<file path="src/rtl/stim_seq_pkg.sv">
// stim_seq_pkg: shared constants, LCG step and FSM state type for the stimulus sequencer
package stim_seq_pkg;
  localparam logic [31:0] LCG_MUL = 32'h41C6_4E6D;
  localparam logic [31:0] LCG_INC = 32'h0000_3039;
  localparam logic [31:0] MISR_TAPS = 32'h8020_0003;
  typedef enum logic [1:0] {IDLE, RESET, RUN, DONE} state_e;
  function automatic logic [31:0] lcg_step(input logic [31:0] s);
    return s * LCG_MUL + LCG_INC;
  endfunction
endpackage

</file>
<file path="src/rtl/sig_misr.sv">
// sig_misr: folds a wide response into 32 bits and compacts it into a MISR signature
module sig_misr
  import stim_seq_pkg::*;
#(
  parameter int OUT_W = 159
) (
  input  logic             clk,
  input  logic             rst_n,
  input  logic             clr_i,
  input  logic             en_i,
  input  logic [OUT_W-1:0] data_i,
  output logic [31:0]      sig_o
);
  logic [31:0] fold, sig_d, sig_q;
  always_comb begin
    fold = '0;
    for (int i = 0; i < OUT_W; i++) fold[i[4:0]] = fold[i[4:0]] ^ data_i[i];
  end
  assign sig_d = clr_i ? '0 : en_i ? {sig_q[30:0], ^(sig_q & MISR_TAPS)} ^ fold : sig_q;
  always_ff @(posedge clk or negedge rst_n)
    if (!rst_n) sig_q <= '0;
    else sig_q <= sig_d;
  assign sig_o = sig_q;
endmodule

</file>
<file path="src/rtl/dut_stim_sequencer.sv">
// dut_stim_sequencer: drives DUT reset and LCG stimulus, counts vectors and signs the responses
module dut_stim_sequencer
  import stim_seq_pkg::*;
#(
  parameter int IN_W       = 135,
  parameter int OUT_W      = 159,
  parameter int RST_CYCLES = 2,
  parameter int CNT_W      = 32
) (
  input  logic             clk,
  input  logic             rst_n,
  input  logic             start,
  input  logic             abort,
  input  logic [31:0]      seed,
  input  logic [CNT_W-1:0] cycles,
  output logic             dut_rst_n,
  output logic [IN_W-1:0]  in_flat,
  input  logic [OUT_W-1:0] out_flat,
  output logic             busy,
  output logic             done,
  output logic [CNT_W-1:0] cyc_count,
  output logic [31:0]      signature
);
  localparam int RCW = $clog2(RST_CYCLES + 1);
  state_e           state_q;
  logic [31:0]      lcg_q, lcg_d;
  logic [IN_W-1:0]  vec, in_flat_q;
  logic [CNT_W-1:0] cycles_q, cnt_q;
  logic [RCW-1:0]   rcnt_q;
  logic             dut_rst_n_q, busy_q, done_q, take, last_rst, last_run;
  assign take     = state_q == IDLE && start;
  assign last_rst = rcnt_q == RCW'(RST_CYCLES - 1);
  assign last_run = cnt_q + CNT_W'(1) == cycles_q;
  // In IDLE the builder chains from seed so the first vector is ready on the start edge.
  always_comb begin
    lcg_d = state_q == IDLE ? seed : lcg_q;
    vec   = '0;
    for (int i = 0; i < IN_W; i++) begin
      if (i[4:0] == 5'd0) lcg_d = lcg_step(lcg_d);
      vec[i] = lcg_d[i[4:0]];
    end
  end
  always_ff @(posedge clk or negedge rst_n)
    if (!rst_n) begin
      state_q     <= IDLE;
      lcg_q       <= '0;
      in_flat_q   <= '0;
      cycles_q    <= '0;
      cnt_q       <= '0;
      rcnt_q      <= '0;
      dut_rst_n_q <= 1'b0;
      busy_q      <= 1'b0;
      done_q      <= 1'b0;
    end else begin
      done_q <= 1'b0;
      case (state_q)
        IDLE: if (start) begin
          state_q   <= RESET;
          lcg_q     <= lcg_d;
          in_flat_q <= vec;
          cycles_q  <= cycles;
          cnt_q     <= '0;
          rcnt_q    <= '0;
          busy_q    <= 1'b1;
        end
        RESET: if (abort) begin
          state_q <= IDLE;
          busy_q  <= 1'b0;
        end else if (last_rst) begin
          state_q     <= cycles_q == '0 ? DONE : RUN;
          dut_rst_n_q <= cycles_q != '0;
          busy_q      <= cycles_q != '0;
          done_q      <= cycles_q == '0;
        end else rcnt_q <= rcnt_q + RCW'(1);
        RUN: if (abort) begin
          state_q     <= IDLE;
          busy_q      <= 1'b0;
          dut_rst_n_q <= 1'b0;
        end else begin
          lcg_q     <= lcg_d;
          in_flat_q <= vec;
          cnt_q     <= cnt_q + CNT_W'(1);
          if (last_run) begin
            state_q <= DONE;
            busy_q  <= 1'b0;
            done_q  <= 1'b1;
          end
        end
        DONE: begin
          state_q     <= IDLE;
          dut_rst_n_q <= 1'b0;
        end
        default: state_q <= IDLE;
      endcase
    end
  sig_misr #(.OUT_W(OUT_W)) u_misr (
    .clk   (clk),
    .rst_n (rst_n),
    .clr_i (take),
    .en_i  (state_q == RUN && !abort),
    .data_i(out_flat),
    .sig_o (signature)
  );
  assign dut_rst_n = dut_rst_n_q;
  assign in_flat   = in_flat_q;
  assign busy      = busy_q;
  assign done      = done_q;
  assign cyc_count = cnt_q;
endmodule

</file>
<file path="config.mk">
export PLATFORM = sky130hd
export DESIGN_NAME = dut_stim_sequencer
export DESIGN_NICKNAME = d
export VERILOG_FILES = /design/src/rtl/stim_seq_pkg.sv /design/src/rtl/sig_misr.sv /design/src/rtl/dut_stim_sequencer.sv
export SDC_FILE = /design/constraint.sdc
export NUM_CORES = 2
export LEC_CHECK = 0
export ABC_CLOCK_PERIOD_IN_PS = 84800
export CELL_PAD_IN_SITES_DETAIL_PLACEMENT = 0
export CELL_PAD_IN_SITES_GLOBAL_PLACEMENT = 2
export CORE_MARGIN = 4
export CORE_UTILIZATION = 35
export CTS_BUF_LIST = sky130_fd_sc_hd__clkbuf_4 sky130_fd_sc_hd__clkbuf_8
export CTS_CLUSTER_DIAMETER = 30
export DETAILED_ROUTE_END_ITERATION = 8
export PLACE_DENSITY_LB_ADDON = 0.1
export SLEW_MARGIN = 20
export SYNTH_ARGS = -nofsm -noshare
export SYNTH_HDL_FRONTEND = slang
export SYNTH_SLANG_ARGS = --single-unit
</file>
<file path="constraint.sdc">
create_clock -name clk -period 84.8 [get_ports clk]
set_input_delay 25.44 -clock clk [delete_from_list [all_inputs] [get_ports clk]]
set_output_delay 25.44 -clock clk [all_outputs]
set_load 0.005 [all_outputs]
</file>
### Word-level counts from Yosys, hierarchy flattened

Cells that the tools add are included.

* bits in writable memories: 0
* memories kept: 0
* bits in latches: 0
* memory bits (read-only): 0
* logic and storage cells: 218
* register bits after elaboration: 270

* reductions and logical operators: 18
* $mul: 5
* add/sub/neg operators: 7
* divide/modulo/power cells: 0
* $lt $le $gt $ge: 0
* bitwise operators: 128
* mux-type cells: 37
* eq/ne operators: 13
* shifts and indexed selects: 0

Operators by type and width (number)
* $mux 135: 2
* $pmux 135 s2: 1
* $mux 32: 7
* $add 32x14->32 const B: 5
* $mul 32x31->32 const B: 5
* $pmux 32 s2: 2
* $xor 1x1->1: 127
* $add 32x1->32 const B: 1
* $eq 32x32->1: 1
* $logic_not 32->1: 1
* $reduce_bool 32->1: 1
* $reduce_xor 32->1: 1
* $xor 32x32->32: 1
* $mux 2: 8
* $mux 1: 12
* $ne 2x2->1 const B: 6
* $reduce_and 4->1: 3
* $pmux 2 s4: 1
* $ne 3x3->1 const B: 2
* $pmux 1 s3: 2
* $reduce_and 3->1: 2
* $reduce_bool 2->1: 3
* $reduce_bool 3->1: 2
* $eq 2x1->1 const B: 2
* other kinds (8): 10

### Longest topological paths before layout

* depth in word-level cells: 14
* mapped depth: 119
* mapped depth without buffers: 115

### Modules after synthesis

From an unflattened synthesis, not the netlist that was laid out.

* cells, all modules: 5816
* area, all modules: 56839.5 um^2

Modules (own cells, without submodules)
* dut_stim_sequencer: instances 1, cells an instance 5546, area each 54210.7 um^2
* sig_misr: instances 1, cells an instance 270, area each 2628.8 um^2

### Least setup slack after synthesis

No wires, ideal clock.

* path kind: input to register
* start point: in seed[0]
* end point: reg lcg_q[31]
* arrival: 53.599 ns
* buffers on the path: 0
* setup slack: 31.109 ns
* stages: 106
* required time: 84.708 ns
* library setup time: 0.092 ns
* path through: mux2i_1 clkinv_1 ha_1 nor2_1 fa_1 fa_1 inv_1 ha_1 inv_1 fa_1 inv_1 fa_1 fa_1 ha_1 and3_1 a21oi_1 inv_1 a211o_1 (+70 left out) inv_1 fa_1 fa_1 inv_1 fa_1 xnor2_1 xnor2_1 xnor2_1 xnor2_1 xnor2_1 xnor2_1 xnor2_1 xnor2_1 xnor2_1 xnor2_1 xnor2_1 and3_1 o31ai_2

* word-level cells in the longest chain between the ends: 13
* elaborated cells on any way between the ends: 14
* classes of those cells: add/sub: 5; mul: 5; mux: 4

Ends and longest elaborated chain
* start, declared: line dut_stim_sequencer.sv:14 `input logic [31:0] seed,`
* $mux 32 (*): line dut_stim_sequencer.sv:36 `lcg_d = state_q == IDLE ? seed : lcg_q;`
* $mul 32x31->32 (*): line stim_seq_pkg.sv:8 `return s * LCG_MUL + LCG_INC;`
* $add 32x14->32 (*): line stim_seq_pkg.sv:8
* $mul 32x31->32 (*): line stim_seq_pkg.sv:8
* $add 32x14->32 (*): line stim_seq_pkg.sv:8
* named net vec[32]: line dut_stim_sequencer.sv:27 `logic [IN_W-1:0] vec, in_flat_q;`
* $mul 32x31->32 (*): line stim_seq_pkg.sv:8
* $add 32x14->32 (*): line stim_seq_pkg.sv:8
* named net vec[91]: line dut_stim_sequencer.sv:27
* $mul 32x31->32 (*): line stim_seq_pkg.sv:8
* $add 32x14->32 (*): line stim_seq_pkg.sv:8
* $mul 32x31->32 (*): line stim_seq_pkg.sv:8
* $add 32x14->32 (*): line stim_seq_pkg.sv:8
* $mux 32 (on tied branches): line dut_stim_sequencer.sv:75, dut_stim_sequencer.sv:57
* $pmux 32 s2 (*): line dut_stim_sequencer.sv:56 `case (state_q)`
* end signal, assigned: line dut_stim_sequencer.sv:59 `lcg_q <= lcg_d;`
* end signal, assigned: line dut_stim_sequencer.sv:80 `lcg_q <= lcg_d;`
* end, declared: line dut_stim_sequencer.sv:26 `logic [31:0] lcg_q, lcg_d;`

The timed path passes the listed nets; every way through them passes the cells marked *. The select of a mux whose other input is x is not followed.
A chain may end at the register's enable or synchronous reset.

### Final worst setup path

* start point: in seed[7]
* end point: reg lcg_q[31]

* word-level cells in the longest chain between the ends: 13
* elaborated cells on any way between the ends: 14
* classes of those cells: add/sub: 5; mul: 5; mux: 4

Ends and longest elaborated chain (line)
* $mux 32 (*): dut_stim_sequencer.sv:36
* $mul 32x31->32 (*): stim_seq_pkg.sv:8
* $add 32x14->32 (*): stim_seq_pkg.sv:8
* named net vec[16]: dut_stim_sequencer.sv:27
* $mul 32x31->32 (*): stim_seq_pkg.sv:8
* $add 32x14->32 (*): stim_seq_pkg.sv:8
* named net vec[52]: dut_stim_sequencer.sv:27
* $mul 32x31->32 (*): stim_seq_pkg.sv:8
* $add 32x14->32 (*): stim_seq_pkg.sv:8
* named net vec[91]: dut_stim_sequencer.sv:27
* $mul 32x31->32 (*): stim_seq_pkg.sv:8
* $add 32x14->32 (*): stim_seq_pkg.sv:8
* $mul 32x31->32 (*): stim_seq_pkg.sv:8
* $add 32x14->32 (*): stim_seq_pkg.sv:8
* $mux 32 (on tied branches): dut_stim_sequencer.sv:75, dut_stim_sequencer.sv:57
* $pmux 32 s2 (*): dut_stim_sequencer.sv:56

Marks and branches as above.

==> results by stage <==
Critical path:
- The critical path is of the in -> reg type.
- The end point of the critical path is lcg_q[31]$_DFFE_PN0P_.
- The largest individual stage delay along the critical path comes from the cell sky130_fd_sc_hd__xor2_1.
- The worst register-to-register path begins at state_q[0]$_DFFE_PN0P_.
- Setup slack on the worst reg-to-reg path comes out at 54.73 ns.
- STA classifies the critical path startpoint as an input pin.
- Along the worst path, the maximum fanout reaches 7.
- The cell with the most instances on the worst path is sky130_fd_sc_hd__fa_1.
- The end of the worst register-to-register path is lcg_q[31]$_DFFE_PN0P_.
- The arrival time reported for the critical path endpoint is between 50 and 60 ns.
- The critical path starts at seed[7].
- The kind of end point of the critical path is a register.
- The worst register-to-register path has a depth of 113.
- On the worst path, the slowest cell contributes a delay of slightly above 0.9 ns.
- The required time reported for the critical path endpoint is 85.51 ns.

Logic synthesis:
- The proportion of synthesized chip area in sequential cells is 11.4%.
- The gate count after technology mapping is 5,949.
- After synthesis the cells add up to 57,100 µm².
- Counting flops with an async set or reset pin after synthesis yields a share of between 90% and 100%.
- The number of flops mapped to enable cells by yosys is 0.
- The average size of a mapped cell is 9.60 µm².
- Counting flops and latches in the post-synthesis netlist gives 259.
- The net count of the mapped netlist is 8,126.
- The leading register cell type out of synthesis is sky130_fd_sc_hd__dfrtp_1.
- The Yosys step of the flow raised 0 warnings.
- The netlist uses 95 different library cells.

Timing:
- Final hold analysis gives a worst-case slack of 0.461 ns.
- The final critical-path share of the clock period is ~63%.
- Setup repair after global routing left no endpoint under its margin.
- The max-slew violation count is 0.
- The final-report hold violation count is 0.
- Adding up every negative setup slack in the final design gives 0 ns.
- The maximum clock frequency is 18.6 MHz.
- The normalized max-slew margin is 22.2%.
- The setup clock skew after layout is 0.0588 ns.
- The smallest clock period supported by the final layout is computed as approximately 54 ns.
- Setup violations remaining at the end of the flow were counted as 0.
- The pin slew with the least headroom to its limit is 1.16 ns.

Drt:
- The number of vias after detailed routing is 40,100.
- The detail route stage leaves a number of antenna-violating nets equal to 0.
- The overall routed net length is 183,000 µm.
- Using the TritonRoute via totals, the vias-per-cell ratio works out to 4.62.
- The average wire per cell in the routed design is 21.0 µm.
- For this run, the detailed router's first-pass iteration total came to 5.
- The number of violations reported at the end of detailed-routing iteration 0 is 1,875.
- The detailed-route DRC error count is 0.

Floorplan:
- The die width is 412 µm.
- The total area inside the core boundary comes to 161,000 µm².
- 429 I/O pins were placed.
- The die covers 170,000 µm².
- The floorplan row count is between 100 and 150.
- The initial core utilization is 35.4%.
- The die boundary height is 412 µm.

Clock network:
- The tree is rooted in a sky130_fd_sc_hd__clkbuf_8.
- Once the clock tree was built, the setup fixing pass inserted 0 buffers.
- The count of instances resized after the clock tree is built is 0.
- The number of clock sinks seen by CTS is approximately 260.
- The CTS tree is built.
- Counting along the longest clock path gives a buffer depth of 3.
- Hold repair after CTS inserted 0 buffers.
- Clock tree synthesis inserted a total of 97 buffers.
- The number of H-tree levels is 3.
- At the later pin of the worst-skew pair, clock insertion delay measures 0.82 ns.
- The clock transition time at the flip-flop clock pins of the worst setup and hold paths is 0.04 ns.

Layout:
- The area growth from synthesis to layout is 16.3%.
- The number of fill cells is 16,300.
- Cells with a size suffix above 1 make up 4.72% of the layout.
- In the final design database the tool counted 8,622 nets.

Min path:
- The worst hold path belongs to the class reg -> reg.

Global routing:
- The aggregate global routing overflow is 0.
- The first-pass GRT wire length is 277,000 µm.
- The number of antenna violations at the first check in global routing was 7.
- Entering global routing, the biggest net connects 128 pins.
- The global-route usage over all layers is between 20% and 30%.
- The via count of the first global-routing pass was 43,400.

Place:
- The routability-driven placement congestion ratio is 0.881.
- The detailed-placement wirelength estimate is roughly 160,000 µm.
- During placement, the flow inserted port buffers numbering about 430.

Outcome:
- The run finished with clean final reports.

Run:
- Max-cap violations in this run came to 0.
## flip-flops by register name, indices dropped and copies added (netlist names)
name and flops:
u_misr.sig_o 32, state_q 2, rcnt_q 2, lcg_q 31, cyc_count 32, in_flat 125, done 1, busy 1
dut_rst_n 1, cycles_q 32
## cells in the final DEF (no fill, tap or decap), drive strengths merged, types with 11 or more instances in the layout
master         instances
o21a                  19
dfrtp                259
or2                   11
nand2b                25
nand4                 16
and3                  24
o211ai                15
clkinv                16
nand2                439
and2                  13
a31oi                 19
nor2                 177
clkbuf               151
mux2i                 30
clkdlybuf4s50        427
o21ai                171
fa                   943
a21o                  57
ha                  1007
o21bai                26
nand3                 44
or3                   11
o31ai                 22
xnor2                415
a211oi                43
buf                   65
nor4                  19
xor2                  97
nor2b                 12
a21oi                158
mux2                  13
nor3                  21
inv                 1671
## stage by stage
step | instances | util [%] | cell area [µm²] | setup slack [ns]
4_1_cts | 8681 | 41.2 | 66400 | 30.98
5_1_grt | 8682 | 41.2 | 66400 | 29.62
2_1_floorplan | 5949 | - | 57100 | 31.11
3_3_place_gp | 8506 | 39.8 | 64200 | 30.18
6_report | 8684 | 41.2 | 66400 | 31.09
3_5_place_dp | 8506 | 39.8 | 64200 | 30.17
## worst max-delay path, delay by kind of cell
family          cells  cell delay, ns
compound gates     16            3.30
xor+xnor           16            3.33
fa+ha+maj          42           18.46
buf+inv            29            2.35
mux                 1            0.55
simple gates        5            0.96
## area by class of cell
cell class / instances / area [µm²] / share of cell area, %
repair buffers: 492 / 4780 / 7.20
clock buffers: 151 / 1950 / 2.93
flip-flops and latches: 259 / 6480 / 9.76
diodes: 3 / 7.51 / 0.0113
inverters: 1666 / 6250 / 9.42
clock inverters: 24 / 269 / 0.405
multi-input cells: 3929 / 44000 / 66.2
well taps: 2160 / 2700 / 4.07
## worst min path at each step
stage,startpoint,endpoint,slack (ns),depth (start not counted)
global route,in_flat[111]$_DFFE_PN0P_,in_flat[111]$_DFFE_PN0P_,0.49,2
floorplan,lcg_q[17]$_DFFE_PN0P_,lcg_q[17]$_DFFE_PN0P_,0.45,2
global placement,in_flat[111]$_DFFE_PN0P_,in_flat[111]$_DFFE_PN0P_,0.45,2
detailed placement,in_flat[111]$_DFFE_PN0P_,in_flat[111]$_DFFE_PN0P_,0.46,2
finish,in_flat[123]$_DFFE_PN0P_,in_flat[123]$_DFFE_PN0P_,0.46,2
CTS,in_flat[123]$_DFFE_PN0P_,in_flat[123]$_DFFE_PN0P_,0.47,2
## logic make-up after synthesis
kind of cell / after synthesis / share of synthesized area (%)
DFF: 259 / 11.4
muxes: 43 / 0.789
adders and majority gates: 1950 / 55.1
xor gates and xnor gates: 516 / 8.04
and+or+nand+nor: 826 / 6.35
buffers and inverters: 1761 / 11.8
AOI/OAI and AO/OA: 594 / 6.59
## layer usage
layer,share of wire (%),vias to the layer above,GRT usage (%)
met5,0.0055,-,0
met4,1.5,2,4.19
met3,6.0,135,4.59
met2,45,775,35.0
met1,47,19900,30.8
li1,-,19300,-
## cells in the mapped netlist (30+ instances only)
| cell | n | area (µm²) |
|---|---|---|
| sky130_fd_sc_hd__ha_1 | 1007 | 12600 |
| sky130_fd_sc_hd__inv_1 | 1661 | 6230 |
| sky130_fd_sc_hd__a211oi_1 | 43 | 323 |
| sky130_fd_sc_hd__clkbuf_1 | 63 | 236 |
| sky130_fd_sc_hd__a21oi_1 | 152 | 761 |
| sky130_fd_sc_hd__a21o_1 | 55 | 413 |
| sky130_fd_sc_hd__mux2i_1 | 30 | 300 |
| sky130_fd_sc_hd__nor2_1 | 175 | 657 |
| sky130_fd_sc_hd__o21ai_0 | 169 | 846 |
| sky130_fd_sc_hd__nand2_1 | 439 | 1650 |
| sky130_fd_sc_hd__nand3_1 | 43 | 215 |
| sky130_fd_sc_hd__xor2_1 | 97 | 850 |
| sky130_fd_sc_hd__dfrtp_1 | 259 | 6480 |
| sky130_fd_sc_hd__xnor2_1 | 413 | 3620 |
| sky130_fd_sc_hd__fa_1 | 943 | 18900 |
Power is not shown: default switching activity piles up to over one toggle a cycle in this logic, so the estimate is an artifact.
